**config.mk**
```make
export PLATFORM = sky130hd
export DESIGN_NAME = fib_req_ctrl
export DESIGN_NICKNAME = d
export VERILOG_FILES = /design/src/rtl/fib_req_ctrl.sv
export SDC_FILE = /design/constraint.sdc
export NUM_CORES = 1
export LEC_CHECK = 0
export BUFFER_PORTS_ARGS = -buffer_cell sky130_fd_sc_hd__buf_2
export CAP_MARGIN = 20
export CORE_UTILIZATION = 48
export DETAILED_ROUTE_END_ITERATION = 8
export GPL_TIMING_DRIVEN = 0
export PLACE_DENSITY_LB_ADDON = 0.12
export SLEW_MARGIN = 0
export SYNTH_ARGS = -nofsm -noshare
export SYNTH_HDL_FRONTEND = slang
export SYNTH_SLANG_ARGS = --single-unit
export TNS_END_PERCENT = 50
```
**constraint.sdc**
```tcl
create_clock -name clk -period 2.3 [get_ports clk]
set_input_delay 0.23 -clock clk [delete_from_list [all_inputs] [get_ports clk]]
set_output_delay 0.23 -clock clk [all_outputs]
set_load 0.1 [all_outputs]
```
**src/rtl/fib_req_ctrl.sv**
```systemverilog
// fib_req_ctrl: request/response front-end for the Fibonacci generator.
// Queues {n, tag} requests in a DEPTH-entry FIFO and runs the generator one
// request at a time (reset, launch, wait for data_ready), then presents the
// result with its index and tag. Indices n < 2 are answered locally.
// Optional build macro FIB_CTRL_SAT_EN: indices n > 47 are answered locally
// with a saturated all-ones result and res_ovf set.
module fib_req_ctrl #(
   parameter int DEPTH = 4,
   parameter int TAG_W = 4
) (
   input  logic             clk,
   input  logic             rst_n,
   input  logic             req_valid,
   output logic             req_ready,
   input  logic [7:0]       req_n,
   input  logic [TAG_W-1:0] req_tag,
   output logic             res_valid,
   input  logic             res_ready,
   output logic [31:0]      res_fib,
   output logic [7:0]       res_n,
   output logic [TAG_W-1:0] res_tag,
   output logic             res_ovf,
   output logic             gen_rst,
   output logic [7:0]       gen_n,
   input  logic [31:0]      gen_fib,
   input  logic             gen_data_ready,
   output logic             busy
);

   localparam int AW = (DEPTH > 1) ? $clog2(DEPTH) : 1;
   localparam logic [AW:0] FULL_CNT = (AW+1)'(DEPTH);

   typedef enum logic [1:0] {S_IDLE, S_LAUNCH, S_WAIT, S_OUT} state_t;

   state_t           state, state_nxt;
   logic [7:0]       fifo_n   [DEPTH];
   logic [TAG_W-1:0] fifo_tag [DEPTH];
   logic [AW-1:0]    wr_ptr, rd_ptr;
   logic [AW:0]      count;
   logic             empty, push, pop;
   logic [7:0]       head_n;
   logic [TAG_W-1:0] head_tag;
   logic             sat_hit, local_hit;

   assign empty     = (count == '0);
   assign req_ready = (count != FULL_CNT);
   assign push      = req_valid && req_ready;
   assign pop       = (state == S_IDLE) && !empty;
   assign head_n    = fifo_n[rd_ptr];
   assign head_tag  = fifo_tag[rd_ptr];

`ifdef FIB_CTRL_SAT_EN
   // Indices above 47 overflow 32 bits; answer them without the generator.
   assign sat_hit = (head_n > 8'd47);
`else
   assign sat_hit = 1'b0;
`endif
   assign local_hit = (head_n < 8'd2) || sat_hit;

   // FIFO storage; contents need no reset since count gates every read.
   always_ff @(posedge clk) begin
      if (push) begin
         fifo_n[wr_ptr]   <= req_n;
         fifo_tag[wr_ptr] <= req_tag;
      end
   end

   // FIFO pointers and occupancy; push and pop together leave count unchanged.
   always_ff @(posedge clk or negedge rst_n) begin
      if (!rst_n) begin
         wr_ptr <= '0;
         rd_ptr <= '0;
         count  <= '0;
      end else begin
         if (push) wr_ptr <= wr_ptr + AW'(1);
         if (pop)  rd_ptr <= rd_ptr + AW'(1);
         case ({push, pop})
            2'b10:   count <= count + (AW+1)'(1);
            2'b01:   count <= count - (AW+1)'(1);
            default: count <= count;
         endcase
      end
   end

   // FSM state register.
   always_ff @(posedge clk or negedge rst_n) begin
      if (!rst_n) state <= S_IDLE;
      else        state <= state_nxt;
   end

   // FSM next-state logic; data_ready only matters while waiting.
   always_comb begin
      state_nxt = state;
      case (state)
         S_IDLE:   if (!empty) state_nxt = local_hit ? S_OUT : S_LAUNCH;
         S_LAUNCH: state_nxt = S_WAIT;
         S_WAIT:   if (gen_data_ready) state_nxt = S_OUT;
         S_OUT:    if (res_ready) state_nxt = S_IDLE;
         default:  state_nxt = S_IDLE;
      endcase
   end

   // FSM outputs; the generator is held in reset whenever it is not counting.
   always_comb begin
      res_valid = (state == S_OUT);
      gen_rst   = (state != S_WAIT);
      busy      = (state != S_IDLE) || !empty;
   end

   // Result and generator-target registers, loaded at pop or at capture.
   always_ff @(posedge clk or negedge rst_n) begin
      if (!rst_n) begin
         res_fib <= '0;
         res_n   <= '0;
         res_tag <= '0;
         gen_n   <= 8'd2;
      end else if (pop) begin
         res_n   <= head_n;
         res_tag <= head_tag;
         if (local_hit) res_fib <= sat_hit ? 32'hFFFF_FFFF : {24'd0, head_n};
         else           gen_n   <= head_n;
      end else if (state == S_WAIT && gen_data_ready) begin
         res_fib <= gen_fib;
      end
   end

`ifdef FIB_CTRL_SAT_EN
   // Overflow flag follows the saturating local path only.
   always_ff @(posedge clk or negedge rst_n) begin
      if (!rst_n)   res_ovf <= 1'b0;
      else if (pop) res_ovf <= sat_hit;
   end
`else
   assign res_ovf = 1'b0;
`endif

endmodule

```
Yosys cells after proc, flatten, opt, wreduce, memory -nomap -nowiden
Memories as Yosys holds them, arrays and structs flattened. A register that Yosys moved wholly into a read port is not among the register bits.
Cells that the tools add are included.
{"block": "op_classes", "order_cmp": 1, "reduce_logical": 14, "add_sub_neg": 4, "eq_ne": 11, "shift": 0, "div": 0, "mux": 11, "bitwise_logic": 1, "mul": 0}
{"operator": "$mux 32", "count": 3}
{"operator": "$lt 8x2->1 const B", "count": 1}
{"operator": "$mux 2", "count": 4}
{"operator": "$pmux 2 s4", "count": 1}
{"operator": "$eq 2x2->1 const B", "count": 3}
{"operator": "$ne 2x2->1 const B", "count": 3}
{"operator": "$pmux 3 s2", "count": 1}
{"operator": "$reduce_bool 2->1", "count": 3}
{"operator": "$add 2x1->2 const B", "count": 2}
{"operator": "$eq 2x1->1 const B", "count": 2}
{"operator": "$ne 2x1->1 const B", "count": 2}
{"operator": "$reduce_and 2->1", "count": 2}
{"operator": "$add 3x1->3 const B", "count": 1}
{"operator": "$logic_and 1x1->1", "count": 3}
{"operator": "$logic_not 3->1", "count": 1}
{"operator": "$ne 3x3->1 const B", "count": 1}
{"operator": "$reduce_and 3->1", "count": 1}
{"operator": "$sub 3x1->3 const B", "count": 1}
{"operator": "$logic_not 1->1", "count": 2}
{"operator": "$logic_not 2->1", "count": 1}
{"operator": "$mux 1", "count": 2}
{"operator": "$logic_or 1x1->1", "count": 1}
{"operator": "$not 1->1", "count": 1}
{"block": "word_totals", "n_memories": 2, "wordCells": 51, "latch_bits": 0, "inputBits": 49, "register_bits": 57, "out_inout_bits": 57, "mem_bits_ro": 0, "ramBits": 48}
{"name": "fifo_n", "words": 4, "word_bits": 8, "read_ports": 1, "rd_ports_with_merged_regs": 0, "wr": 1, "line": "36", "rtl": "logic [7:0] fifo_n [DEPTH];"}
{"name": "fifo_tag", "words": 4, "word_bits": 4, "read_ports": 1, "rd_ports_with_merged_regs": 1, "wr": 1, "line": "37", "rtl": "logic [TAG_W-1:0] fifo_tag [DEPTH];"}

Logic depth before layout (Yosys ltp)
Gate-level depths: netlist of run 1.
{"block": "logic_depth", "word_depth": 5, "depth_mapped": 11}

Least setup slack after synthesis of run 1
OpenSTA, ideal clock, no wires.
{"block": "synth_timing", "path_kind": "reg-to-reg", "startpoint": "register count[0]", "endpoint": "register count[2]", "arrival_time_ps": 2853, "period_less_slack_ps": 2932, "n_path_buf": 0, "stages_incl_launch_ff": 11, "setup_time_ps": 79, "path_slack_ps": -632, "t_required_ps": 2221, "cell_sequence": "dfrtp_1 -> inv_1 -> nand3_1 -> and2_1 -> inv_1 -> ha_1 -> inv_1 -> fa_1 -> xor2_1 -> nor2_1 -> xor2_1"}
{"block": "synth_between", "elab_cells_between_ends": 11, "classes_between": "2 x add/sub; 3 x eq/ne; 1 x mux; 5 x reduce/logical"}
{"item": "start: declaration", "line": "39", "rtl": "logic [AW:0] count;"}
{"item": "start signal: assignment", "line": "78", "rtl": "2'b10: count <= count + (AW+1)'(1);"}
{"item": "start signal: assignment", "line": "79", "rtl": "2'b01: count <= count - (AW+1)'(1);"}
{"item": "start signal: assignment", "line": "80", "rtl": "default: count <= count;"}
{"item": "$ne 3x3->1 (*)", "line": "46", "rtl": "assign req_ready = (count != FULL_CNT);"}
{"item": "net req_ready", "line": "14", "rtl": "output logic req_ready,"}
{"item": "$logic_and 1x1->1 (*)", "line": "47", "rtl": "assign push = req_valid && req_ready;"}
{"item": "$eq 2x1->1 or $eq 2x2->1 (tied branches)", "line": "77", "rtl": "case ({push, pop})"}
{"item": "$pmux 3 s2 or $reduce_bool 2->1 (tied branches)"}
The timed path passes the listed nets; every way through them passes the cells marked *.
A chain may end at the register's enable or synchronous reset.

Final worst setup path of run 1
{"block": "layout_timing", "startpoint": "register rd_ptr[0]", "endpoint": "register res_fib[1]"}
{"block": "layout_between", "elab_chain_cells": 4, "elab_cells_between_ends": 6, "classes_between": "1 x order compare; 1 x eq/ne; 2 x mux; 1 x reduce/logical; 1 x memory"}
{"item": "start: declaration", "line": "38", "rtl": "logic [AW-1:0] wr_ptr, rd_ptr;"}
{"item": "start signal: assignment", "line": "76", "rtl": "if (pop) rd_ptr <= rd_ptr + AW'(1);"}
{"item": "$mem_v2 4x8 (*)"}
{"item": "$lt 8x2->1", "line": "58", "rtl": "assign local_hit = (head_n < 8'd2) || sat_hit;"}
{"item": "$ne 2x1->1 (no line)"}
{"item": "$reduce_and 2->1 (no line)"}
{"item": "end signal: assignment", "line": "120", "rtl": "if (local_hit) res_fib <= sat_hit ? 32'hFFFF_FFFF : {24'd0, head_n};"}
{"item": "end signal: assignment", "line": "123", "rtl": "res_fib <= gen_fib;"}
{"item": "end: declaration", "line": "19", "rtl": "output logic [31:0] res_fib,"}
Mark *: on every way between the ends. The rest lies on a longest branch, timed or not. The select of a mux whose other input is x is not followed.

==> run_results.csv, run 1 <==
group,metric,value,unit
outcome,status,"finished, violations left",
outcome,violations,"DRC",
finish,drive_above_1_share,35.3,%
floorplanning,die_area,9580,sq um
finish,areaGrowthSynthToFinish,22.4,%
floorplanning,row_count,34,
route,ant_nets,0,
synthesis,ys_ff_latch,109,
grt,grt_pass1_wl,14000,microns
route,first_iter_violations,110,
finish,multi_input_area,1340,sq um
finish,antennaDiodeCount,0,
clocking,cts_tree,"yes",
finish,nets,521,
clocking,clock_sinks,109,
grt,track_usage,18.9,%
timing,finalCritPeriodShare,95.4,%
setup_path,arrival,2.45,ns
setup_path,path_cells,"buf_4 -> buf_12 -> mux4_2 -> nor3_4 -> a31oi_4 -> mux2_2",
synthesis,synth_cell_types,33,
finish,final_common_cell,"buf_2",
timing,report.final.slew_viol_count,0,
clocking,clk-insertion-delay-late,0.37,ns
placement,dp.cells,555,
clocking,ctsHtreeMaxLevel,3,
floorplanning,fp.dieW,97.9,microns
route,wl,8670,microns
timing,setup_ws,0.106,ns
setup_path,critical_path.max_stage_delay,0.58,ns
setup_path,path_buf_inv,2,
setup_path,path_class,"flip-flop to flip-flop",
grt,grt_pass1_vias,2780,
grt,overflow,0,
clocking,cts-root-buf,"clkbuf_8",
flow_run,max_cap_viol_count,0,
setup_path,critPathCaptureType,"flip-flop",
floorplanning,initial_core_util,50.1,%
min_path,hp-class,"input pin to flip-flop",
timing,slew_headroom,45.1,%
setup_path,startpoint_type,"flip-flop",
floorplanning,num_io_pins,106,
grt,grt_max_degree,35,
clocking,numCtsBuffers,9,
placement,place_hpwl,6050,microns
finish,register_area,2970,sq um
placement,post-place-ws,-0.504,ns
finish,fill_cells,730,
timing,setup_viol,0,
synthesis,synthCells,342,
synthesis,synth_warnings,0,
synthesis,ys_seq_area_share,67.3,%
timing,fmax,456,MHz
setup_path,worstPathRequired,2.56,ns
placement,gp_routability_congestion,0.706,
clocking,clk_path_buf_depth,2,
synthesis,synth_fp_nets,401,
timing,hold_violations,0,
timing,fin_skew,0.0130,ns
setup_path,slowest_stage,"mux4_2",
synthesis,syn_area,4410,sq um
timing,post-route-min-period,2.19,ns
setup_path,path_max_fanout,10,
route,wire_per_inst,15.1,microns
synthesis,synth_area_per_cell,12.9,sq um
timing,hold_ws,0.0572,ns
setup_path,critPathTopFamily,"multiplexers",
floorplanning,die_y,97.9,microns
route,first_pass_iters,6,
grt,antenna_found_initial,0,
finish,mostFrequentLayoutCells,"buf_2 (105), nand2_1 (103), dfrtp_1 (60)",
clocking,clkTransAtPathRegs,0.12,ns
timing,worst_pin_slew,0.823,ns
route,vias_per_cell,5.01,
placement,port_buffers,104,
floorplanning,coreArea,8810,sq um
finish,fin_cells,575,
route,num_vias,2878,
route,drc,15,
## registers in the layout, summed over array words and instances (netlist names)
signal,count
res_n,8
count,3
res_tag,4
fifo_n,32
gen_n,8
rd_ptr,2
wr_ptr,2
res_fib,32
fifo_tag,16
state,2
## metal layers
| layer | global-route usage, % | routed length, microns | vias up |
|---|---|---|---|
| met5 | 0 | 0 | - |
| met4 | 7.69 | 108 | 0 |
| met3 | 3.29 | 462 | 9 |
| met2 | 30.6 | 4140 | 85 |
| met1 | 25.6 | 3960 | 1385 |
| li1 | - | - | 1399 |
## worst min-delay path: stages
cell	delay [ns]
buf_2	0.07
nand2_1	0.04
o21ai_1	0.06
## metrics by stage
step	area, sq um	setup TNS, ns	utilization, %
3_5_place_dp	5100	-4.69	57.9
4_1_cts	5340	-0.0979	60.6
2_1_floorplan	4430	0	-
3_3_place_gp	5080	-3.65	57.7
6_report	5400	0	61.3
5_1_grt	5400	-0.00369	61.3
## final cells by class
| class | count | area share, % |
|---|---|---|
| Clock buffer | 9 | 2.29 |
| Tap cell | 108 | 2.50 |
| Inverter | 18 | 1.25 |
| Buffer | 15 | 2.13 |
| Timing Repair Buffer | 109 | 10.6 |
| Clock inverter | 7 | 1.34 |
| Sequential cell | 109 | 55.0 |
| Multi-Input combinational cell | 200 | 24.9 |
## path summary, 6_finish.rpt
path,start,end,slack [ns],cells past startpoint
max,rd_ptr[0],res_fib[1],0.11,6
max reg2reg,rd_ptr[0],res_fib[1],0.11,6
min,gen_fib[17],res_fib[17],0.06,3
min in group asynchronous,rst_n,res_fib[17],0.50,2
max in group asynchronous,rst_n,gen_n[0],1.16,3
min reg2reg,res_tag[2],res_tag[2],0.48,2
## timing repair
action / CTS / global route
endpoints found under the setup margin: 40 / 33
hold buffers: 1 / 0
resized for setup: 6 / 13
setup buffers: 1 / 2
cloned: 0 / 0
endpoints found under the hold margin: 32 / 0
pin swaps: 0 / 3
## cell families (layout without fill, tap and decap cells)
family	Yosys count	count (layout)	share of synthesized area, %
compound gates	41	41	4.94
xor+xnor	6	6	1.19
buf+inv	33	158	3.57
simple gates	120	120	11.3
other cells	1	1	0.0850
fa+ha+maj	10	10	3.01
flops	109	109	67.3
mux	22	22	8.62
## synthesized netlist by cell type (all sizes together)
cell type,count,area (sq um)
nand2,103,387
nor2b,1,6.26
o31ai,1,7.51
conb,1,3.75
and2,1,6.26
xor2,2,17.5
nand3,2,10.0
ha,9,113
buf,10,71.3
a31oi,2,18.8
inv,18,67.6
o22ai,1,6.26
nor2,4,15.0
dfrtp,60,1500
fa,1,20.0
dfstp,1,26.3
nor4,1,21.3
clkbuf,5,18.8
nor3,2,15.0
mux4,12,270
and3,6,37.5
mux2i,2,20.0
edfxtp,48,1440
xnor2,4,35.0
o21ai,34,170
a21oi,3,15.0
mux2,8,90.1
Power of run 1 is left out: the tool's default activity adds up to more than one toggle a clock period on the data nets, which glitch-free logic cannot reach.
==> run 2, diff against run 1 <==
--- a/config.mk
+++ b/config.mk
@@ -5,6 +5,7 @@
 export SDC_FILE = /design/constraint.sdc
 export NUM_CORES = 1
 export LEC_CHECK = 0
+export ABC_AREA = 1
 export BUFFER_PORTS_ARGS = -buffer_cell sky130_fd_sc_hd__buf_2
 export CAP_MARGIN = 20
 export CORE_UTILIZATION = 48
==> run 2 against run 1 <==
The run now ends clean. Sequential share of layout area down 1.8 points. Register-to-register slack better by 0.098 ns. Synthesized cell count up 29%. Cell count up 22%. Die area up 3.7%. First-iteration DRC count up 28%.
==> run_results.csv, run 2 <==
group,metric,value,unit
outcome,status,"completed",
route,ant_nets,0,
placement,post-place-ws,-0.208,ns
synthesis,synth_warnings,0,
finish,areaGrowthSynthToFinish,21.9,%
floorplanning,fp.dieW,99.7,microns
timing,setup_ws,0.204,ns
finish,fin_cells,701,
clocking,clock_sinks,109,
route,num_vias,3310,
setup_path,path_common_cell,"inv_1",
grt,overflow,0,
finish,antennaDiodeCount,0,
grt,track_usage,20.1,%
finish,final_util,60.4,%
min_path,min_to,"res_fib[22]",
timing,rsz0062_at_grt,"false",
setup_path,r2r_end,"count[2]",
route,drc,0,
synthesis,ys_ff_latch,109,
clocking,ctsHtreeMaxLevel,3,
min_path,hold_depth,3,
finish,nets,626,
timing,fin_skew,0.0174,ns
clocking,cts_tree,"yes",
synthesis,synth_cell_types,31,
setup_path,path_cells,"inv_2 -> ha_2 -> o31ai_1 -> inv_1 -> buf_6 -> ha_1 -> inv_1 -> fa_1 -> a21oi_1 -> o21ai_1 -> xor2_1",
setup_path,arrival,2.35,ns
synthesis,synth_fp_nets,501,
setup_path,rr_startpoint,"state[0]",
timing,slew_headroom,53.4,%
setup_path,r2r_slack,0.20,ns
setup_path,r2r_cells,11,
synthesis,ys_seq_area_share,64.8,%
grt,grt_max_degree,34,
grt,grt_pass1_wl,15300,microns
route,wl,9360,microns
synthesis,synth_area_per_cell,10.4,sq um
synthesis,synth.most_common_cell,"nand2_1",
clocking,numCtsBuffers,9,
synthesis,synthFlopType,"dfrtp_1",
timing,hold_violations,0,
setup_path,worstPathRequired,2.56,ns
finish,final_common_cell,"nand2_1",
timing,fmax,477,MHz
finish,reg_top3,"fifo_n (32), res_fib (32), fifo_tag (16)",
finish,mostFrequentLayoutCells,"nand2_1 (153), buf_2 (109), dfrtp_1 (60)",
setup_path,path_class,"flip-flop to flip-flop",
placement,dp.cells,680,
synthesis,yosys.area.top_type,"dfrtp_1",
finish,fill_cells,791,
timing,setup_viol,0,
floorplanning,die_area,9940,sq um
min_path,hp-class,"input pin to flip-flop",
timing,report.final.slew_viol_count,0,
min_path,hold_start,"gen_fib[22]",
setup_path,critical_path.max_stage_delay,0.40,ns
synthesis,synth_top_area_share,32.8,%
route,first_pass_iters,4,
synthesis,async_flop_share,56.0,%
timing,setup_tns,0,ns
setup_path,startpoint_type,"flip-flop",
floorplanning,initial_core_util,49.6,%
clocking,clk_path_buf_depth,2,
placement,place_hpwl,6960,microns
flow_run,max_cap_viol_count,0,
setup_path,path_max_fanout,14,
setup_path,critPathTopFamily,"adder cells",
floorplanning,num_io_pins,106,
floorplanning,die_y,99.7,microns
synthesis,synth_edf_count,48,
floorplanning,row_count,35,
placement,gp_routability_congestion,0.744,
synthesis,syn_area,4580,sq um
grt,antenna_found_initial,0,
clocking,clkTransAtPathRegs,0.10,ns
route,vias_per_cell,4.72,
grt,grt_pass1_vias,3146,
placement,port_buffers,104,
clocking,cts-root-buf,"clkbuf_8",
finish,drive_above_1_share,28.1,%
route,wire_per_inst,13.3,microns
setup_path,slowest_stage,"dfrtp_1",
timing,worst_pin_slew,0.699,ns
setup_path,path_buf_inv,4,
synthesis,synthCells,442,
timing,post-route-min-period,2.10,ns
synthesis,synth_commonest_cells,"nand2_1 (153), dfrtp_1 (60), nand3_1 (57)",
timing,finalCritPeriodShare,91.1,%
synthesis,synth_area_leaders,"dfrtp_1 (33%), edfxtp_1 (31%), nand2_1 (13%), nand3_1 (6.2%), nor2_1 (2.5%)",
setup_path,critPathCaptureType,"flip-flop",
route,first_iter_violations,141,
floorplanning,coreArea,9240,sq um
clocking,clk-insertion-delay-late,0.36,ns
==> run 2: cell families after synthesis <==
family,synth area share [%]
flops,64.8
simple gates,23.6
xor+xnor,0.765
buf+inv,4.97
compound gates,2.81
fa+ha+maj,2.90
other cells,0.0819
==> run 2: repair_timing <==
action,in CTS,in global routing
setup buffers,0,5
hold buffers,1,0
hold endpoints to repair,27,0
gates resized for setup,5,3
setup endpoints to repair,2,1
==> run 2: through the flow <==
stage,cell area [sq um],hold WS [ns]
floorplan,4590,-0.0656
global placement,5280,0.432
detailed placement,5340,0.319
CTS,5550,0.0386
global route,5580,0.0395
finish,5580,0.0588
==> run 2: worst register-to-register path, delay by kind of cell (launching register included) <==
| family | cells | cell delay, ns |
|---|---|---|
| XOR/XNOR | 1 | 0.14 |
| adder cells (fa/ha/maj) | 3 | 0.72 |
| flip-flops | 1 | 0.40 |
| AO/OA/AOI/OAI | 3 | 0.34 |
| buffers and inverters | 4 | 0.42 |
==> run 2: layer usage <==
metal / wire (microns) / up-vias / GRT usage [%]
li1: - / 1694 / -
met1: 4300 / 1519 / 26.2
met2: 4570 / 88 / 33.8
met3: 374 / 9 / 3.16
met4: 118 / 0 / 7.81
met5: 0 / - / 0
==> run 2: final cells by class <==
class / instances / area [sq um] / share of cell area [%]
buffer: 20 / 153 / 2.73
clock buffer: 13 / 170 / 3.05
clock inverter: 3 / 20.0 / 0.359
inverter: 20 / 77.6 / 1.39
multi-input combinational: 292 / 1400 / 25.0
sequential: 109 / 2970 / 53.2
tap: 129 / 161 / 2.89
timing repair buffer: 115 / 633 / 11.3
==> run 2: worst max-delay path by stage <==
stage	start	end	slack, ns	cells past startpoint
floorplan	state[0]	state[0]	0.03	7
global placement	state[0]	count[2]	-0.17	12
detailed placement	state[0]	count[2]	-0.21	12
CTS	state[1]	count[2]	0.02	12
global route	state[0]	count[2]	0.07	11
finish	state[0]	count[2]	0.20	11
Power of run 2 is left out for the same reason.
==> run 3, diff against run 2 <==
--- a/config.mk
+++ b/config.mk
@@ -6,13 +6,13 @@
 export NUM_CORES = 1
 export LEC_CHECK = 0
 export ABC_AREA = 1
-export BUFFER_PORTS_ARGS = -buffer_cell sky130_fd_sc_hd__buf_2
+export BUFFER_PORTS_ARGS = -buffer_cell sky130_fd_sc_hd__buf_4
 export CAP_MARGIN = 20
 export CORE_UTILIZATION = 48
 export DETAILED_ROUTE_END_ITERATION = 8
 export GPL_TIMING_DRIVEN = 0
-export PLACE_DENSITY_LB_ADDON = 0.12
-export SLEW_MARGIN = 0
+export PLACE_DENSITY = 0.75
+export SLEW_MARGIN = 20
 export SYNTH_ARGS = -nofsm -noshare
 export SYNTH_HDL_FRONTEND = slang
 export SYNTH_SLANG_ARGS = --single-unit
==> run 3 against run 2 <==
Cell area increased by 3.6%. Hold slack improved by 0.0061 ns. Maximum frequency decreased by 1.2%. Clock skew decreased by 0.0053 ns. Critical path type unchanged. Highest routed layer unchanged.
==> run_results.csv, run 3 (same netlist as run 2, synthesis figures left out) <==
group,metric,value,unit
timing,worst_pin_slew,0.753,ns
placement,port_buffers,104,
setup_path,rr_startpoint,"count[0]",
placement,gp_routability_congestion,0.817,
outcome,status,"completed",
route,num_vias,3390,
finish,reg_top3,"fifo_n (32), res_fib (32), fifo_tag (16)",
route,m1WireLength,4190,microns
min_path,hold_depth,1,
finish,nets,620,
placement,place_hpwl,6950,microns
timing,setup_viol,0,
setup_path,path_common_cell,"inv_1",
grt,overflow,0,
grt,track_usage,20.0,%
finish,areaGrowthSynthToFinish,26.3,%
floorplanning,num_io_pins,106,
clocking,numCtsBuffers,9,
route,wl,9550,microns
setup_path,r2r_slack,0.18,ns
clocking,cts-root-buf,"clkbuf_8",
clocking,cts_tree,"yes",
setup_path,startpoint_type,"flip-flop",
timing,finalCritPeriodShare,92.2,%
timing,hold_violations,0,
route,first_iter_violations,149,
grt,grt_max_degree,62,
setup_path,endpoint,"count[2]",
grt,grt_pass1_vias,3285,
floorplanning,initial_core_util,49.6,%
floorplanning,fp.dieW,99.7,microns
setup_path,path_cells,"inv_1 -> nand3_4 -> nand2_1 -> ha_1 -> inv_1 -> fa_1 -> a21oi_1 -> o21ai_0 -> xor2_1",
route,first_pass_iters,4,
setup_path,critical_path.max_stage_delay,0.41,ns
timing,rsz0062_at_grt,"false",
finish,mostFrequentLayoutCells,"nand2_1 (153), buf_4 (111), dfrtp_1 (60)",
setup_path,slowest_stage,"dfrtp_1",
timing,report.final.slew_viol_count,0,
route,drc,0,
flow_run,max_cap_viol_count,0,
setup_path,worstPathRequired,2.54,ns
setup_path,critPathCaptureType,"flip-flop",
timing,fin_skew,0.0121,ns
placement,dp.cells,675,
clocking,clk-insertion-delay-late,0.36,ns
finish,antennaDiodeCount,0,
route,top_layer,"met4",
route,route.met2.wl,4840,microns
setup_path,path_max_fanout,8,
finish,fin_cells,695,
route,ant_nets,0,
finish,final_common_cell,"nand2_1",
floorplanning,coreArea,9240,sq um
floorplanning,die_area,9940,sq um
clocking,clock_sinks,109,
route,route.met3.wl,416,microns
floorplanning,die_y,99.7,microns
setup_path,arrival,2.36,ns
setup_path,r2r_cells,9,
min_path,hp-class,"input pin to flip-flop",
setup_path,path_class,"flip-flop to flip-flop",
route,vias_per_cell,4.88,
setup_path,crit_start,"count[0]",
placement,dpl_cell_area,5540,sq um
finish,fill_cells,784,
clocking,ctsHtreeMaxLevel,3,
clocking,clkTransAtPathRegs,0.10,ns
timing,fmax,472,MHz
grt,grt_pass1_wl,15300,microns
clocking,clk_path_buf_depth,2,
route,wire_per_inst,13.7,microns
grt,antenna_found_initial,0,
finish,drive_above_1_share,28.1,%
timing,post-route-min-period,2.12,ns
setup_path,r2r_end,"count[2]",
timing,slew_headroom,49.8,%
floorplanning,row_count,35,
finish,fin_area,5780,sq um
-- run 3: how the worst min path moves through the flow --
stage                            from              to  slack, ns
after floorplan                 rst_n        count[0]      -0.07
after detailed placement        rst_n     res_fib[31]       0.35
after CTS                 gen_fib[17]     res_fib[17]       0.06
final                      req_tag[1]  fifo_tag[0][1]       0.06
after global routing       req_tag[1]  fifo_tag[2][1]       0.05
after global placement          rst_n     res_fib[18]       0.35
-- run 3: critical path, delay by kind of cell (launching register included) --
kind            cells  cell delay (ns)
fa+ha+maj           2             0.59
flops               1             0.41
simple gates        2             0.40
compound gates      2             0.24
buf+inv             2             0.23
xor+xnor            1             0.15
-- run 3: repair_timing --
| action | in CTS | in global routing |
|---|---|---|
| endpoints found under the setup margin | 2 | 2 |
| gates resized for setup | 5 | 2 |
| endpoints found under the hold margin | 60 | 0 |
| hold buffers | 1 | 0 |
| setup buffers | 1 | 3 |
-- run 3: metal layers --
metal  up-vias  global-route usage, %
li1       1685                      -
met1      1596                   25.9
met2        98                   35.0
met3        11                   3.09
met4         0                   5.77
met5         -                      0
-- run 3: area by class of cell --
| cell class | count | area (sq um) | share of cell area, % |
|---|---|---|---|
| tap | 129 | 161 | 2.79 |
| inverter | 20 | 77.6 | 1.34 |
| clock buffer | 9 | 124 | 2.14 |
| sequential | 109 | 2970 | 51.3 |
| timing repair buffer | 109 | 821 | 14.2 |
| buffer | 20 | 153 | 2.64 |
| clock inverter | 7 | 71.3 | 1.23 |
| multi-input combinational | 292 | 1410 | 24.3 |
-- run 3: per-stage QoR --
step	worst slack, ns	utilization, %	hold slack, ns	setup TNS (ns)
global placement	-0.163	59.9	0.351	-0.163
finish	0.179	62.6	0.0649	0
detailed placement	-0.211	60.0	0.355	-0.237
CTS	0.00641	62.4	0.0560	0
floorplan	0.0328	-	-0.0656	0
global route	0.0333	62.6	0.0504	0
Power of run 3 is left out for the same reason.
